**src/rtl/div_issue_if.sv**
```systemverilog
// Handshake bundle for the divider issue stage: operand input, divider-side
// operands/result, and the result output register.
interface div_issue_if;
  logic        in_valid;
  logic        in_ready;
  logic [31:0] in_dividend;
  logic [31:0] in_divisor;

  logic        div_run;
  logic [31:0] div_dividend;
  logic [31:0] div_divisor;
  logic        div_ready;
  logic [31:0] div_quotient;
  logic [31:0] div_remainder;

  logic        out_valid;
  logic        out_ready;
  logic [31:0] out_quotient;
  logic [31:0] out_remainder;
  logic        out_divzero;
  logic        out_timeout;

  logic        busy;

  // slave: the issue stage itself
  modport slave (
    input  in_valid, in_dividend, in_divisor,
    output in_ready,
    output div_run, div_dividend, div_divisor,
    input  div_ready, div_quotient, div_remainder,
    output out_valid, out_quotient, out_remainder, out_divzero, out_timeout,
    input  out_ready,
    output busy
  );

  // master: producer, divider and consumer around the issue stage
  modport master (
    output in_valid, in_dividend, in_divisor,
    input  in_ready,
    input  div_run, div_dividend, div_divisor,
    output div_ready, div_quotient, div_remainder,
    input  out_valid, out_quotient, out_remainder, out_divzero, out_timeout,
    output out_ready,
    input  busy
  );
endinterface

```
**src/rtl/div_issue.sv**
```systemverilog
// Issue stage for a 32-bit sequential divider: operand FIFO, run/wait FSM with
// watchdog, local divide-by-zero resolution and a handshaked result register.
module div_issue #(
  parameter int DEPTH   = 4,
  parameter int TIMEOUT = 64
) (
  input  logic       clk,
  input  logic       rst,
  div_issue_if.slave bus
);

  localparam int AW = $clog2(DEPTH);
  localparam int CW = AW + 1;
  localparam int WW = (TIMEOUT > 2) ? $clog2(TIMEOUT) : 1;

  typedef enum logic [1:0] {IDLE, ISSUE, WAIT, RECOVER} state_t;

  state_t          state, state_nx;
  logic [WW-1:0]   wdog, wdog_nx;

  logic [31:0]     mem_a [DEPTH];
  logic [31:0]     mem_b [DEPTH];
  logic [AW-1:0]   wptr, rptr;
  logic [CW-1:0]   count;
  logic            push, pop, latch;
  logic [31:0]     head_a, head_b;

  logic [31:0]     dd_q, dv_q;
  logic            out_v, out_dz, out_to;
  logic [31:0]     out_q, out_r;

  logic            ld, ld_dz, ld_to;
  logic [31:0]     ld_q, ld_r;
  logic            slot_free;

  // in_ready is a pure function of count, so out_ready never reaches it
  assign bus.in_ready = (count < CW'(DEPTH));
  assign push         = bus.in_valid & bus.in_ready;
  assign head_a       = mem_a[rptr];
  assign head_b       = mem_b[rptr];
  assign slot_free    = ~out_v | bus.out_ready;

  assign bus.div_run       = (state == ISSUE);
  assign bus.div_dividend  = dd_q;
  assign bus.div_divisor   = dv_q;
  assign bus.out_valid     = out_v;
  assign bus.out_quotient  = out_q;
  assign bus.out_remainder = out_r;
  assign bus.out_divzero   = out_dz;
  assign bus.out_timeout   = out_to;
  assign bus.busy          = (count != '0) | (state != IDLE) | out_v;

  always_comb begin
    state_nx = state;
    wdog_nx  = wdog;
    pop      = 1'b0;
    latch    = 1'b0;
    ld       = 1'b0;
    ld_q     = '0;
    ld_r     = '0;
    ld_dz    = 1'b0;
    ld_to    = 1'b0;
    case (state)
      IDLE: begin
        if ((count != '0) && slot_free) begin
          pop = 1'b1;
          if (head_b == '0) begin
            ld    = 1'b1;
            ld_q  = '1;
            ld_r  = head_a;
            ld_dz = 1'b1;
          end else begin
            latch    = 1'b1;
            state_nx = ISSUE;
          end
        end
      end
      ISSUE: begin
        wdog_nx  = '0;
        state_nx = WAIT;
      end
      WAIT: begin
        if (bus.div_ready) begin
          ld       = 1'b1;
          ld_q     = bus.div_quotient;
          ld_r     = bus.div_remainder;
          state_nx = RECOVER;
        end else if (wdog == WW'(TIMEOUT - 1)) begin
          ld       = 1'b1;
          ld_to    = 1'b1;
          state_nx = RECOVER;
        end else begin
          wdog_nx = wdog + 1'b1;
        end
      end
      RECOVER: begin
        // a level-held ready must drop before the next issue can see it
        if (!bus.div_ready) state_nx = IDLE;
      end
      default: state_nx = IDLE;
    endcase
  end

  // storage only; validity is tracked by the pointers
  always_ff @(posedge clk) begin
    if (push) begin
      mem_a[wptr] <= bus.in_dividend;
      mem_b[wptr] <= bus.in_divisor;
    end
  end

  always_ff @(posedge clk or negedge rst) begin
    if (!rst) begin
      state  <= IDLE;
      wdog   <= '0;
      wptr   <= '0;
      rptr   <= '0;
      count  <= '0;
      dd_q   <= '0;
      dv_q   <= '0;
      out_v  <= 1'b0;
      out_q  <= '0;
      out_r  <= '0;
      out_dz <= 1'b0;
      out_to <= 1'b0;
    end else begin
      state <= state_nx;
      wdog  <= wdog_nx;
      if (push) wptr <= wptr + 1'b1;
      if (pop)  rptr <= rptr + 1'b1;
      case ({push, pop})
        2'b10:   count <= count + 1'b1;
        2'b01:   count <= count - 1'b1;
        default: count <= count;
      endcase
      if (latch) begin
        dd_q <= head_a;
        dv_q <= head_b;
      end
      if (ld) begin
        out_v  <= 1'b1;
        out_q  <= ld_q;
        out_r  <= ld_r;
        out_dz <= ld_dz;
        out_to <= ld_to;
      end else if (out_v && bus.out_ready) begin
        out_v <= 1'b0;
      end
    end
  end

endmodule

```
**src/flat_wrapper.sv**
```systemverilog
// flat-port wrapper written by rule: the top's interface ports become plain ports
module div_issue_flat 
#(
  parameter int DEPTH   = 4,
  parameter int TIMEOUT = 64
)
  (clk, rst, bus_in_valid, bus_in_dividend, bus_in_divisor, bus_in_ready, bus_div_run, bus_div_dividend, bus_div_divisor, bus_div_ready, bus_div_quotient, bus_div_remainder, bus_out_valid, bus_out_quotient, bus_out_remainder, bus_out_divzero, bus_out_timeout, bus_out_ready, bus_busy);
  div_issue_if bus_i ();
  input  logic clk;
  input  logic rst;
  input wire logic [$bits(bus_i.in_valid)-1:0] bus_in_valid;
  input wire logic [$bits(bus_i.in_dividend)-1:0] bus_in_dividend;
  input wire logic [$bits(bus_i.in_divisor)-1:0] bus_in_divisor;
  output wire logic [$bits(bus_i.in_ready)-1:0] bus_in_ready;
  output wire logic [$bits(bus_i.div_run)-1:0] bus_div_run;
  output wire logic [$bits(bus_i.div_dividend)-1:0] bus_div_dividend;
  output wire logic [$bits(bus_i.div_divisor)-1:0] bus_div_divisor;
  input wire logic [$bits(bus_i.div_ready)-1:0] bus_div_ready;
  input wire logic [$bits(bus_i.div_quotient)-1:0] bus_div_quotient;
  input wire logic [$bits(bus_i.div_remainder)-1:0] bus_div_remainder;
  output wire logic [$bits(bus_i.out_valid)-1:0] bus_out_valid;
  output wire logic [$bits(bus_i.out_quotient)-1:0] bus_out_quotient;
  output wire logic [$bits(bus_i.out_remainder)-1:0] bus_out_remainder;
  output wire logic [$bits(bus_i.out_divzero)-1:0] bus_out_divzero;
  output wire logic [$bits(bus_i.out_timeout)-1:0] bus_out_timeout;
  input wire logic [$bits(bus_i.out_ready)-1:0] bus_out_ready;
  output wire logic [$bits(bus_i.busy)-1:0] bus_busy;
  assign bus_i.in_valid = bus_in_valid;
  assign bus_i.in_dividend = bus_in_dividend;
  assign bus_i.in_divisor = bus_in_divisor;
  assign bus_in_ready = bus_i.in_ready;
  assign bus_div_run = bus_i.div_run;
  assign bus_div_dividend = bus_i.div_dividend;
  assign bus_div_divisor = bus_i.div_divisor;
  assign bus_i.div_ready = bus_div_ready;
  assign bus_i.div_quotient = bus_div_quotient;
  assign bus_i.div_remainder = bus_div_remainder;
  assign bus_out_valid = bus_i.out_valid;
  assign bus_out_quotient = bus_i.out_quotient;
  assign bus_out_remainder = bus_i.out_remainder;
  assign bus_out_divzero = bus_i.out_divzero;
  assign bus_out_timeout = bus_i.out_timeout;
  assign bus_i.out_ready = bus_out_ready;
  assign bus_busy = bus_i.busy;
  div_issue #(.DEPTH(DEPTH), .TIMEOUT(TIMEOUT)) u_core (.clk(clk), .rst(rst), .bus(bus_i));
endmodule
```
**config.mk**
```make
export PLATFORM = sky130hd
export DESIGN_NAME = div_issue_flat
export DESIGN_NICKNAME = d
export VERILOG_FILES = /design/src/rtl/div_issue_if.sv /design/src/rtl/div_issue.sv /design/src/flat_wrapper.sv
export SDC_FILE = /design/constraint.sdc
export NUM_CORES = 1
export LEC_CHECK = 0
export ABC_AREA = 1
export BUFFER_PORTS_ARGS = -buffer_cell sky130_fd_sc_hd__buf_2
export CAP_MARGIN = 15
export CELL_PAD_IN_SITES_DETAIL_PLACEMENT = 0
export CELL_PAD_IN_SITES_GLOBAL_PLACEMENT = 2
export CORE_ASPECT_RATIO = 0.9
export CORE_MARGIN = 2
export CORE_UTILIZATION = 35
export CTS_CLUSTER_DIAMETER = 120
export DETAILED_ROUTE_END_ITERATION = 8
export HOLD_SLACK_MARGIN = 0.08
export PLACE_DENSITY = 0.74
export SLEW_MARGIN = 5
export SYNTH_ARGS = -nofsm -noshare
export SYNTH_HDL_FRONTEND = slang
export SYNTH_SLANG_ARGS = --single-unit
```
**constraint.sdc**
```tcl
create_clock -name clk -period 6.95 [get_ports clk]
set_input_delay 1.0425 -clock clk [delete_from_list [all_inputs] [get_ports clk]]
set_output_delay 1.0425 -clock clk [all_outputs]
set_load 0.03 [all_outputs]
```
* Word-level counts from Yosys, hierarchy flattened *
Memory sizes are Yosys's and may differ from the RTL's.
Cells that the tools add are included.

operators by class
  $lt $le $gt $ge = 1
  add/sub/neg operators = 5
  muxes and demuxes = 35
  equality and inequality tests = 12
  bitwise logic cells = 5
  reductions and logical operators = 11

operators with widths
  operator             number
  $mux 32              6
  $pmux 32 s2          2
  $logic_not 32->1     1
  $mux 1               16
  $mux 6               2
  $pmux 6 s2           1
  $mux 2               5
  $ne 2x2->1 const B   4
  $pmux 2 s4           1
  $reduce_bool 2->1    4
  $add 6x1->6 const B  1
  $eq 2x2->1 const B   3
  $eq 6x6->1 const B   1
  $pmux 3 s2           1
  $add 2x1->2 const B  2
  $eq 2x1->1 const B   2
  $reduce_and 4->1     1
  $add 3x1->3 const B  1
  $lt 3x3->1 const B   1
  $ne 3x2->1 const B   1
  $or 1x1->1           3
  $reduce_and 3->1     1
  $reduce_bool 3->1    1
  $sub 3x1->3 const B  1
  other kinds (6)      7

word-level totals
  input bits = 133
  flip-flop bits (word level) = 146
  bits in writable memories = 256
  memories = 2

memories
  name          depth  bits a word  rd ports  clocked after memory_dff  write ports  RTL line         text
  u_core.mem_a  4      32           1         0                         1            div_issue.sv:21  logic [31:0] mem_a [DEPTH];
  u_core.mem_b  4      32           1         0                         1            div_issue.sv:22  logic [31:0] mem_b [DEPTH];

* Logic depth before layout (Yosys ltp) *
  depth after elaboration = 7
  mapped depth = 17
  depth with buffers taken out = 12

* Worst setup path before layout *
Ideal clock, no wire load.

  kind = input-to-reg
  start = input port bus_in_valid
  end = memory u_core.mem_a[0][0] (enable)
  arrival = 3.913 ns
  buffers on the path = 0
  stages on the path = 2
  setup slack = 2.551 ns
  data required time = 6.463 ns
  path through = nand2_1 nor2_1

between the ends
  cells in the longest elaborated chain, start to end = 3

RTL lines
  what                          RTL line            text
  start: declaration            flat_wrapper.sv:11  input wire logic [$bits(bus_i.in_valid)-1:0] bus_in_valid;
  $and 1x1->1                   div_issue.sv:38     assign push = bus.in_valid & bus.in_ready;
  $mux 1                        div_issue.sv:106    if (push) begin
  $mux 1 (implied by the code)  div_issue.sv:107    mem_a[wptr] <= bus.in_dividend;
  end: declaration              div_issue.sv:21

No other way between the ends.

* Worst setup path in the final report *
  start = register u_core.rptr[0]
  end = register u_core.dv_q[5] (netlist: u_core.bus.div_divisor[5])

between the ends
  cells in the longest elaborated chain, start to end = 5

RTL lines
  what                      RTL line          text
  start: declaration        div_issue.sv:23   logic [AW-1:0] wptr, rptr;
  start signal: assignment  div_issue.sv:130  if (pop) rptr <= rptr + 1'b1;
  $mem_v2 4x32 (*)          -
  $logic_not 32->1          div_issue.sv:67   if (head_b == '0) begin
  $mux 1                    div_issue.sv:67
  $mux 1                    div_issue.sv:65   if ((count != '0) && slot_free) begin
  $mux 1                    div_issue.sv:63   case (state)
  end signal: assignment    div_issue.sv:120  dv_q <= '0;
  end signal: assignment    div_issue.sv:138  dv_q <= head_b;
  end: declaration          div_issue.sv:28   logic [31:0] dd_q, dv_q;

Every way passes the cells marked *; elsewhere a longest branch is shown, timed or not.
A chain may end at the register's enable or synchronous reset.

==> results by group <==
STA
  • Skew final: approximately 0.032 ns
  • Slew HR: 0.305
  • Final worst path period share: 0.686
  • Setup TNS: 0 ns
  • Crit path time final: 4.77 ns
  • RSZ-0062 raised after global routing: false
  • Slew Limit Fails: 0
  • Tightest Pin Transition: just over 1 ns
  • Final hold vios: 0
  • # setup viols final: 0
  • Peak Freq: approximately 0.21 GHz

Cells and area
  • Fill cells: 4334
  • Post-Route Utilization: 0.428
  • Nets@finish: approximately 1800
  • Finished Cell Area: approximately 19000 sq um
  • Storage cell area: 11300 sq um
  • Multi-input logic area: roughly 4200 sq um
  • Area Overhead vs Synth: 21.3%
  • Post-Layout Cell Count: roughly 2300
  • Share of cells above drive strength 1: 0.226

Run
  • MaxCap Viol Count: 0

Synth
  • Commonest cells in the netlist: nand2_1 (383), edfxtp_1 (256), nand3_1 (157)
  • Synth warn: 0
  • Post-Synthesis Cells: between 1000 and 1500
  • Yosys cell types: 31
  • Netlist Area Pre-Place: between 15000 and 20000 sq um
  • Post-synth top area cell: edfxtp_1
  • Synth Register Bits: 402
  • Top-count cell post-synth: nand2_1
  • Top cell type's share of synthesized area: 0.481
  • Syn Nets: about 1500
  • Top post-synthesis cells by area: edfxtp_1 (48%), dfrtp_1 (23%), nand2_1 (9.0%)
  • Sequential fraction of the synthesis area: 0.710
  • Avg Cell Area, Syn: between 10 and 15 sq um
  • Dominant synthesized flop cell: edfxtp_1
  • Post-synthesis async set-or-reset flop share: 0.363
  • EDFF count, synth: roughly 260

Worst setup path
  • Reg2reg path depth: 14
  • Max incr delay on CP: 0.71 ns
  • Family with the most delay on the worst path: simple AND/OR/NAND/NOR gates
  • Crit Path Max Fanout: 75
  • Startpoint Class: flip-flop
  • Crit. Startpoint: u_core.rptr[0]
  • Worst path required time: ~7.4 ns
  • Worst R2R Start: u_core.rptr[0]
  • Stages on worst setup path: 14
  • Register-to-register setup slack: about 2.2 ns
  • CP dominant cell by count: nand2_1
  • Arrival time at the worst endpoint: between 5 and 6 ns
  • Critical path class: reg2reg
  • RR Endpoint: u_core.bus.div_divisor[5]
  • Worst path slowest cell: dfrtp_4
  • CP bufs+invs: 3
  • Critical path, cell by cell: inv_4, buf_4, nand2_1, nand3_1, nand2_1, nand2_1, nor2_1, nand2_2, nor2_8, nand2_2, nand3_4, buf_4, nand2_1, o21ai_0
  • Worst Setup End Kind: flip-flop

Placed design
  • DP Wirelength: 27.5 mm
  • Placed cell area: 17900 sq um
  • Port buffer count: 266
  • Placed Cells: 2193
  • Gpl congestion: 0.774

Clock tree
  • Max clock buf depth: 3
  • Gates resized, CTS repair: 0
  • Root buf cell: clkbuf_16
  • Clock-pin slew on the worst setup and hold paths: 0.06 ns
  • Clk_lat worst skew: approximately 0.59 ns
  • H-Tree Depth: 2
  • Setup repair bufs after CTS: 0
  • CTS Buf Count: 45
  • Number of hold buffers added after CTS: 0
  • Clock sinks: about 400
  • CTS tree: built

Detailed routing
  • Remaining DRCs: 0
  • Drt via density: a little under 5
  • First-iteration detailed-routing DRC count: 850
  • Final WL: ~44 mm
  • Vias post-DR: 11271
  • Wire per inst: around 19 microns
  • Antenna Nets Post-Route: 0
  • 1st-pass router iterations: 5

Power and ir drop
  • Power Dens Cells: about 480 nW/um^2
  • VDD IR-drop max: 0.244 mV
  • Pleak: approximately 8.1 nW

Floorplanning
  • Die Area: ~47000 sq um
  • Core ar.: 45300 sq um
  • Site Rows: 74
  • Die W: ~230 microns
  • Starting density of the core: 0.353
  • Height of the die: 207 microns
  • IO Pins: 267

Global route
  • M3 GR Usage: 0.0429
  • Vias in the first global route: around 11000
  • First-pass GRT wire length: about 66 mm
  • Grt ovf: 0
  • Met2 usage: 0.297
  • Gr usage total: 0.184
  • Met1 Usage GRT: 0.248
  • GR peak layer: met2
  • Antenna violations before repair: 7
  • Largest net degree at the start of global routing: ~110

Hold path
  • Min-Delay Path Class: in2async

Run status
  • Result of the run: complete, no violations
## layout by cell type, fill, tap and decap left out, drive strengths merged
| cell type | netlist | routed |
|---|---|---|
| diode | 0 | 3 |
| nor3 | 5 | 5 |
| dfrtp | 146 | 146 |
| nor2 | 85 | 85 |
| o21ai | 102 | 102 |
| xnor2 | 1 | 1 |
| nand4 | 67 | 67 |
| fa | 1 | 1 |
| nand2 | 385 | 385 |
| nand3 | 158 | 158 |
| o221ai | 10 | 10 |
| ha | 10 | 10 |
| buf | 37 | 286 |
| nand3b | 1 | 1 |
| a22oi | 1 | 1 |
| clkbuf | 55 | 60 |
| o22ai | 32 | 32 |
| clkinv | 1 | 18 |
| bufinv | 0 | 2 |
| xor2 | 4 | 4 |
| edfxtp | 256 | 256 |
| clkinvlp | 0 | 1 |
| inv | 28 | 30 |
| a21oi | 7 | 7 |
## stage by stage
step | hold WS [ns] | total power, W | worst slack [ns]
after floorplan | 0.469 | 0.00594 | 2.55
after detailed placement | 0.453 | 0.00710 | 2.12
after CTS | 0.468 | 0.00948 | 2.12
after global routing | 0.428 | 0.00995 | 1.72
final | 0.413 | 0.00934 | 2.18
after global placement | 0.452 | 0.00704 | 2.21
## logic make-up (layout without fill, tap and decap cells)
family,after synthesis,count (layout),share of synthesized area
fa+ha+maj,11,11,0.00908
xor+xnor,5,5,0.00274
simple gates,701,701,0.190
flops,402,402,0.710
buf+inv,121,397,0.0343
other cells,0,3,0
compound gates,152,152,0.0540
## routing by layer
metal  share of wire  vias to the layer above
met5          0.0010                        -
met4           0.019                        8
met3           0.065                       60
met2            0.47                      333
met1            0.45                     5486
li1                -                     5384
## worst max-delay path by stage
stage | end | slack [ns]
4_1_cts | u_core.bus.div_divisor[5] | 2.12
3_5_place_dp | u_core.bus.div_divisor[5] | 2.12
2_1_floorplan | u_core.mem_a[0][0] | 2.55
6_report | u_core.bus.div_divisor[5] | 2.18
3_3_place_gp | u_core.bus.div_divisor[1] | 2.21
5_1_grt | u_core.bus.div_divisor[24] | 1.72
## sequential cells by signal, summed over array words and instances, names as in the netlist
signal / cells
u_core.mem_a: 128
u_core.count: 3
u_core.mem_b: 128
u_core.bus.out_remainder: 32
u_core.bus.div_divisor: 32
u_core.rptr: 2
u_core.bus.out_quotient: 32
u_core.state: 2
u_core.wptr: 2
u_core.wdog: 6
u_core.bus.out_divzero: 1
u_core.bus.out_timeout: 1
u_core.bus.div_dividend: 32
u_core.bus.out_valid: 1
## layout make-up
class,count,area share
sequential,402,0.585
clock inverter,22,0.0111
clock buffer,60,0.0658
inverter,29,0.00574
multi-input combinational,869,0.215
antenna,3,0.000387
timing repair buffer,286,0.0778
tap,608,0.0392
## power breakdown
part	total, W	internal [W]	switching, W
Combinational	0.00347	0.000936	0.00253
Clock	0.00236	0.00138	0.000984
Sequential	0.00351	0.00317	0.000339
Total	0.00934	0.00549	0.00385
Note: power is estimated with default switching activity, not from simulation.
